[config.mk]
export PLATFORM = sky130hd
export DESIGN_NAME = servo_mode_sequencer_flat
export DESIGN_NICKNAME = d
export VERILOG_FILES = /design/src/rtl/servo_mode_sequencer_if.sv /design/src/rtl/servo_mode_sequencer.sv /design/src/flat_wrapper.sv
export SDC_FILE = /design/constraint.sdc
export NUM_CORES = 1
export LEC_CHECK = 0
export CAP_MARGIN = 10
export CORE_ASPECT_RATIO = 1.5
export CORE_MARGIN = 1.5
export CORE_UTILIZATION = 35
export DETAILED_ROUTE_END_ITERATION = 16
export GPL_ROUTABILITY_DRIVEN = 0
export GPL_TIMING_DRIVEN = 0
export PLACE_DENSITY_LB_ADDON = 0.05
export SYNTH_ARGS = -nofsm -noshare
export SYNTH_HDL_FRONTEND = slang
export SYNTH_SLANG_ARGS = --single-unit
[constraint.sdc]
create_clock -name clk -period 2.4 [get_ports clk]
set_input_delay 0.24 -clock clk [delete_from_list [all_inputs] [get_ports clk]]
set_output_delay 0.24 -clock clk [all_outputs]
set_load 0.02 [all_outputs]
[src/rtl/servo_mode_sequencer_if.sv]
// Servo mode sequencer signal bundle.
// Master drives requests; slave is the sequencer.
interface servo_mode_sequencer_if #(
  parameter int POS_W = 10
);
  logic             maint_req;
  logic             sort_busy;
  logic             sel_test;
  logic [POS_W-1:0] servo_test;
  logic             sort_hold;
  logic             maint_active;
  logic             sweep_done;

  modport master (
    output maint_req, sort_busy,
    input  sel_test, servo_test, sort_hold,
    input  maint_active, sweep_done
  );

  modport slave (
    input  maint_req, sort_busy,
    output sel_test, servo_test, sort_hold,
    output maint_active, sweep_done
  );
endinterface

[src/rtl/servo_mode_sequencer.sv]
// Servo path mux controller: drains normal sorting,
// sweeps the servo in test mode, then hands it back.
module servo_mode_sequencer #(
  parameter int               POS_W     = 10,
  parameter logic [POS_W-1:0] POS_MIN   = 10'd0,
  parameter logic [POS_W-1:0] POS_MAX   = 10'd1000,
  parameter logic [POS_W-1:0] STEP      = 10'd100,
  parameter int               DWELL_W   = 24,
  parameter logic [DWELL_W-1:0] DWELL_CYC = 24'd5000000
) (
  input logic clk,
  input logic reset_n,
  servo_mode_sequencer_if.slave bus
);

  typedef enum logic [2:0] {
    IDLE    = 3'd0,
    DRAIN   = 3'd1,
    PARK    = 3'd2,
    SWEEP   = 3'd3,
    RELEASE = 3'd4
  } state_t;

  localparam logic [DWELL_W-1:0] D_ONE =
    {{(DWELL_W-1){1'b0}}, 1'b1};
  localparam logic [DWELL_W-1:0] RELOAD =
    DWELL_CYC - D_ONE;
  localparam logic [POS_W:0] LO_LIM =
    {1'b0, POS_MIN} + {1'b0, STEP};

  state_t             state, state_n;
  logic               sel_q, sel_n;
  logic [POS_W-1:0]   pos_q, pos_n;
  logic               hold_q, hold_n;
  logic               act_q, act_n;
  logic               done_q, done_n;
  logic               down_q, down_n;
  logic [DWELL_W-1:0] dwell_q, dwell_n;
  logic [POS_W:0]     sum_up;

  assign sum_up = {1'b0, pos_q} + {1'b0, STEP};

  // State and registered outputs
  always_ff @(posedge clk or negedge reset_n) begin
    if (!reset_n) begin
      state   <= IDLE;
      sel_q   <= 1'b0;
      pos_q   <= POS_MIN;
      hold_q  <= 1'b0;
      act_q   <= 1'b0;
      done_q  <= 1'b0;
      down_q  <= 1'b0;
      dwell_q <= '0;
    end else begin
      state   <= state_n;
      sel_q   <= sel_n;
      pos_q   <= pos_n;
      hold_q  <= hold_n;
      act_q   <= act_n;
      done_q  <= done_n;
      down_q  <= down_n;
      dwell_q <= dwell_n;
    end
  end

  // Next state and next output values
  always_comb begin
    state_n = state;
    sel_n   = sel_q;
    pos_n   = pos_q;
    hold_n  = hold_q;
    act_n   = act_q;
    done_n  = 1'b0;
    down_n  = down_q;
    dwell_n = dwell_q;
    case (state)
      IDLE: begin
        sel_n  = 1'b0;
        pos_n  = POS_MIN;
        act_n  = 1'b0;
        hold_n = 1'b0;
        if (bus.maint_req) begin
          state_n = DRAIN;
          hold_n  = 1'b1;
        end
      end
      DRAIN: begin
        hold_n = 1'b1;
        sel_n  = 1'b0;
        if (!bus.maint_req) begin
          state_n = IDLE;
          hold_n  = 1'b0;
        end else if (!bus.sort_busy) begin
          state_n = PARK;
          sel_n   = 1'b1;
          pos_n   = POS_MIN;
          dwell_n = RELOAD;
          down_n  = 1'b0;
          act_n   = 1'b1;
        end
      end
      PARK, SWEEP: begin
        if (dwell_q != '0) begin
          dwell_n = dwell_q - D_ONE;
        end else if (!bus.maint_req) begin
          state_n = RELEASE;
          sel_n   = 1'b0;
          pos_n   = POS_MIN;
          act_n   = 1'b0;
        end else begin
          state_n = SWEEP;
          dwell_n = RELOAD;
          if (!down_q) begin
            if (sum_up >= {1'b0, POS_MAX}) begin
              pos_n  = POS_MAX;
              down_n = 1'b1;
            end else begin
              pos_n = sum_up[POS_W-1:0];
            end
          end else begin
            if ({1'b0, pos_q} <= LO_LIM) begin
              pos_n  = POS_MIN;
              down_n = 1'b0;
              done_n = 1'b1;
            end else begin
              pos_n = pos_q - STEP;
            end
          end
        end
      end
      RELEASE: begin
        state_n = IDLE;
        hold_n  = 1'b0;
      end
      default: begin
        state_n = IDLE;
        sel_n   = 1'b0;
        pos_n   = POS_MIN;
        hold_n  = 1'b0;
        act_n   = 1'b0;
        down_n  = 1'b0;
        dwell_n = '0;
      end
    endcase
  end

  assign bus.sel_test     = sel_q;
  assign bus.servo_test   = pos_q;
  assign bus.sort_hold    = hold_q;
  assign bus.maint_active = act_q;
  assign bus.sweep_done   = done_q;

endmodule

[src/flat_wrapper.sv]
// flat-port wrapper written by rule: the top's interface ports become plain ports
module servo_mode_sequencer_flat 
#(
  parameter int               POS_W     = 10,
  parameter logic [POS_W-1:0] POS_MIN   = 10'd0,
  parameter logic [POS_W-1:0] POS_MAX   = 10'd1000,
  parameter logic [POS_W-1:0] STEP      = 10'd100,
  parameter int               DWELL_W   = 24,
  parameter logic [DWELL_W-1:0] DWELL_CYC = 24'd5000000
)
  (clk, reset_n, bus_maint_req, bus_sort_busy, bus_sel_test, bus_servo_test, bus_sort_hold, bus_maint_active, bus_sweep_done);
  servo_mode_sequencer_if #(.POS_W(POS_W)) bus_i ();
  input logic clk;
  input logic reset_n;
  input wire logic [$bits(bus_i.maint_req)-1:0] bus_maint_req;
  input wire logic [$bits(bus_i.sort_busy)-1:0] bus_sort_busy;
  output wire logic [$bits(bus_i.sel_test)-1:0] bus_sel_test;
  output wire logic [$bits(bus_i.servo_test)-1:0] bus_servo_test;
  output wire logic [$bits(bus_i.sort_hold)-1:0] bus_sort_hold;
  output wire logic [$bits(bus_i.maint_active)-1:0] bus_maint_active;
  output wire logic [$bits(bus_i.sweep_done)-1:0] bus_sweep_done;
  assign bus_i.maint_req = bus_maint_req;
  assign bus_i.sort_busy = bus_sort_busy;
  assign bus_sel_test = bus_i.sel_test;
  assign bus_servo_test = bus_i.servo_test;
  assign bus_sort_hold = bus_i.sort_hold;
  assign bus_maint_active = bus_i.maint_active;
  assign bus_sweep_done = bus_i.sweep_done;
  servo_mode_sequencer #(.POS_W(POS_W), .POS_MIN(POS_MIN), .POS_MAX(POS_MAX), .STEP(STEP), .DWELL_W(DWELL_W), .DWELL_CYC(DWELL_CYC)) u_core (.clk(clk), .reset_n(reset_n), .bus(bus_i));
endmodule
==> flow_summary.yaml <==
timing:
  setup_viol: 0
  skew_ps: 6.05
  setup_tns_ps: 0
  worst_pin_slew_ps: 567
  finalCritPeriodShare_pct: 94.5
  period_needed_ps: 2270
  final_hold_viol_count: 0
  grt_setup_unrepaired: "false"
  fmax_mhz: 441
  slew_violations: 0
  relSlewSlack_pct: 62.2
floorplanning:
  die_area_sq_um: 8210
  ios: 18
  die_h_um: 110
  coreArea_sq_um: 7320
  num_rows: 38
  die_w_um: 74.5
  initial_core_util_pct: 36.6
worst_setup_path:
  arrival_ps: 2450
  worstSetupEndpointType: "flip-flop"
  start_kind: "flip-flop"
  reg2reg_from: "u_core.bus.servo_test[2]$_DFFE_PN0P_"
  slowest_stage: "a2111oi_0"
  r2r_setup_slack_ps: 130
  ff2ff_path_depth: 7
  crit_cells: 7
  critPathBufInv: 1
  path_cells: "buf_4, ha_1, a2111oi_0, a21oi_1, a21o_1, a211oi_2, o21ai_0"
  path_max_fanout: 8
  crit_type: "flip-flop to flip-flop"
  critPathTopFamily: "compound AO/OA/AOI/OAI gates"
  critical_path.max_stage_delay_ps: 460
  worst_ep_required_time_ps: 2580
  worstReg2RegEnd: "u_core.bus.servo_test[2]$_DFFE_PN0P_"
detailed_routing:
  ant_nets: 0
  wirelength_um: 7300
  dr.pass1.iters: 4
  vias: 2455
  post-route-drc-count: 0
  wl_per_cell_um: 16.4
  drtIter0Drc: 68
  viasPerCell: 5.52
power_and_ir_drop:
  seqPwrFrac_pct: 51.2
  power.density_nw_per_um2: 651
  p_int_mw: 1.32
  swShare_pct: 35.0
  vdd_ir_drop_max_v: 0.000462
  p_switching_mw: 0.709
  p_leak_nw: 1.20
  p_clk_share_pct: 23.6
  p_comb_share_pct: 25.2
cells_and_area:
  area_growth_pct: 16.1
  nets: 353
  drive_gt1_share_pct: 11.3
  n_antenna_cell: 0
  fillerInstances: 776
  final_core_util_pct: 42.5
worst_hold_path:
  hold_class: "input pin to asynchronous set/reset pin"
global_routing:
  antenna_found_initial: 0
  grt_pass1_vias: 2480
  grt_pass1_wl_um: 12300
  grt_overflow: 0
  grt_max_degree: 37
  grt_usage_pct: 19.8
logic_synthesis:
  synth_simple_gate_area_share_pct: 27.2
  synth_area_per_cell_sq_um: 8.46
  synth-compound-area-share_pct: 23.4
  ys_types: 54
  synth_adder_area_share_pct: 2.33
  ys_warn_count: 0
  synth-seq-cells: 40
  synth_edf_count: 0
  synthMuxAreaShare_pct: 0.747
  yosysTopAreaCellShare_pct: 37.3
  synthFlopType: "dfrtp_1"
  synth_xor_area_share_pct: 3.92
  synth.area.top_cells: "dfrtp_1, nand2_1, nor2_1"
  async_flop_share_pct: 100
  synth_top_family_by_area: "simple AND/OR/NAND/NOR gates"
  synth_top_area_cell: "dfrtp_1"
  synth_cells: 317
  synth_area_sq_um: 2680
  synth-seq-area-share_pct: 37.3
cts:
  cts_tree: "built"
  clockBufferDepth: 2
  htreeDepth: 2
  root_buffer: "clkbuf_8"
  numCtsBuffers: 5
  clkSinkCount: 40
  insertion_delay_ps: 300
  clkTransAtPathRegs_ps: 80
run_status:
  run_status: "complete, no violations"
run:
  max_cap_violations: 0
placement:
  dp_hpwl_um: 5320
  port_buffers: 14
[layout by cell type (no fill, tap or decap), drive strengths merged, types with 3 or more instances in the layout]
cell type and instances:
a211oi 4, a21boi 3, a21o 6, a21oi 22, a31oi 10, a41oi 3
and2 3, buf 16, clkbuf 16, clkdlybuf4s50 13, dfrtp 40, ha 5
inv 10, nand2 33, nand2b 5, nand3 9, nand3b 3, nand4 6
nor2 30, nor2b 5, nor3 20, nor4 7, nor4b 3, o21ai 13
o22a 11, o22ai 3, or3 8, xnor2 10
[per-layer routing]
layer / wire length [um] / vias to the layer above / GRT usage (%)
met5: 0 / - / 0
li1: - / 1216 / -
met4: 237 / 0 / 8.83
met2: 4010 / 40 / 36.8
met3: 179 / 16 / 3.27
met1: 2870 / 1183 / 21.4
[cells in the mapped netlist (all sizes together), types with 3 or more instances]
| cell | number |
|---|---|
| a211oi | 4 |
| a21boi | 3 |
| a21o | 6 |
| a21oi | 22 |
| a31oi | 10 |
| a41oi | 3 |
| and2 | 3 |
| buf | 12 |
| clkbuf | 7 |
| dfrtp | 40 |
| ha | 5 |
| inv | 10 |
| nand2 | 33 |
| nand2b | 5 |
| nand3 | 9 |
| nand3b | 3 |
| nand4 | 6 |
| nor2 | 30 |
| nor2b | 5 |
| nor3 | 20 |
| nor4 | 7 |
| nor4b | 3 |
| o21ai | 13 |
| o22a | 11 |
| o22ai | 3 |
| or3 | 8 |
| xnor2 | 10 |
[worst max path at each step]
stage / startpoint / to / slack [ps]
2_1_floorplan: u_core.bus.servo_test[2]$_DFFE_PN0P_ / u_core.bus.servo_test[2]$_DFFE_PN0P_ / 220
3_3_place_gp: u_core.bus.servo_test[2]$_DFFE_PN0P_ / u_core.bus.servo_test[2]$_DFFE_PN0P_ / -190
3_5_place_dp: u_core.bus.servo_test[2]$_DFFE_PN0P_ / u_core.bus.servo_test[2]$_DFFE_PN0P_ / -200
4_1_cts: u_core.bus.servo_test[2]$_DFFE_PN0P_ / u_core.bus.servo_test[5]$_DFFE_PN0P_ / 20
5_1_grt: u_core.dwell_q[12]$_DFFE_PN0P_ / u_core.dwell_q[1]$_DFFE_PN0P_ / 8
6_report: u_core.bus.servo_test[2]$_DFFE_PN0P_ / u_core.bus.servo_test[2]$_DFFE_PN0P_ / 130
[state kept, by name (all words and copies together) (netlist names)]
name and count:
u_core.bus.sel_test 1, u_core.bus.maint_active 1, u_core.bus.servo_test 8, u_core.bus.sort_hold 1
u_core.state 3, u_core.dwell_q 24, u_core.bus.sweep_done 1, u_core.down_q 1
[cell type report]
class	instances	area, sq um	share of cell area (%)
Buffer	19	98.8	3.17
Timing Repair Buffer	19	188	6.03
Inverter	10	37.5	1.21
Tap cell	100	125	4.02
Clock buffer	8	90.1	2.89
Sequential cell	40	1000	32.2
Multi-Input combinational cell	249	1570	50.5
[kinds of logic (layout without fill, tap and decap cells)]
family          after synthesis  count (layout)
compound gates               91              91
xor+xnor                     12              12
fa+ha+maj                     5               5
buf+inv                      29              56
flops                        40              40
mux                           2               2
other cells                   1               2
simple gates                137             137
[through the flow]
stage / hold WS, ps / total power [mW] / setup slack (ps) / area [sq um] / std cells
final: 282 / 2.03 / 131 / 3110 / 445
after global routing: 297 / 2.17 / 8.19 / 3110 / 445
after CTS: 272 / 2.07 / 21.8 / 3070 / 442
after detailed placement: 73.6 / 1.57 / -199 / 2970 / 433
after global placement: 507 / 1.55 / -190 / 2950 / 432
after floorplan: -55.6 / 1.38 / 224 / 2690 / 318
[what timing repair did]
action,4_1_cts,5_1_grt
pin swaps,0,2
hold endpoints to repair,40,0
hold buffers,1,0
endpoints found under the setup margin,2,15
setup buffers,0,3
gates resized for setup,4,5
[power by group through the flow]
stage	registers [mW]	logic, mW	clock network [mW]
6_report	1.04	0.511	0.479
5_1_grt	1.06	0.574	0.532
4_1_cts	1.04	0.521	0.511
3_5_place_dp	1.05	0.517	0
3_3_place_gp	1.04	0.509	0
2_1_floorplan	1.03	0.352	0
Power figures use the tool's default switching activity.
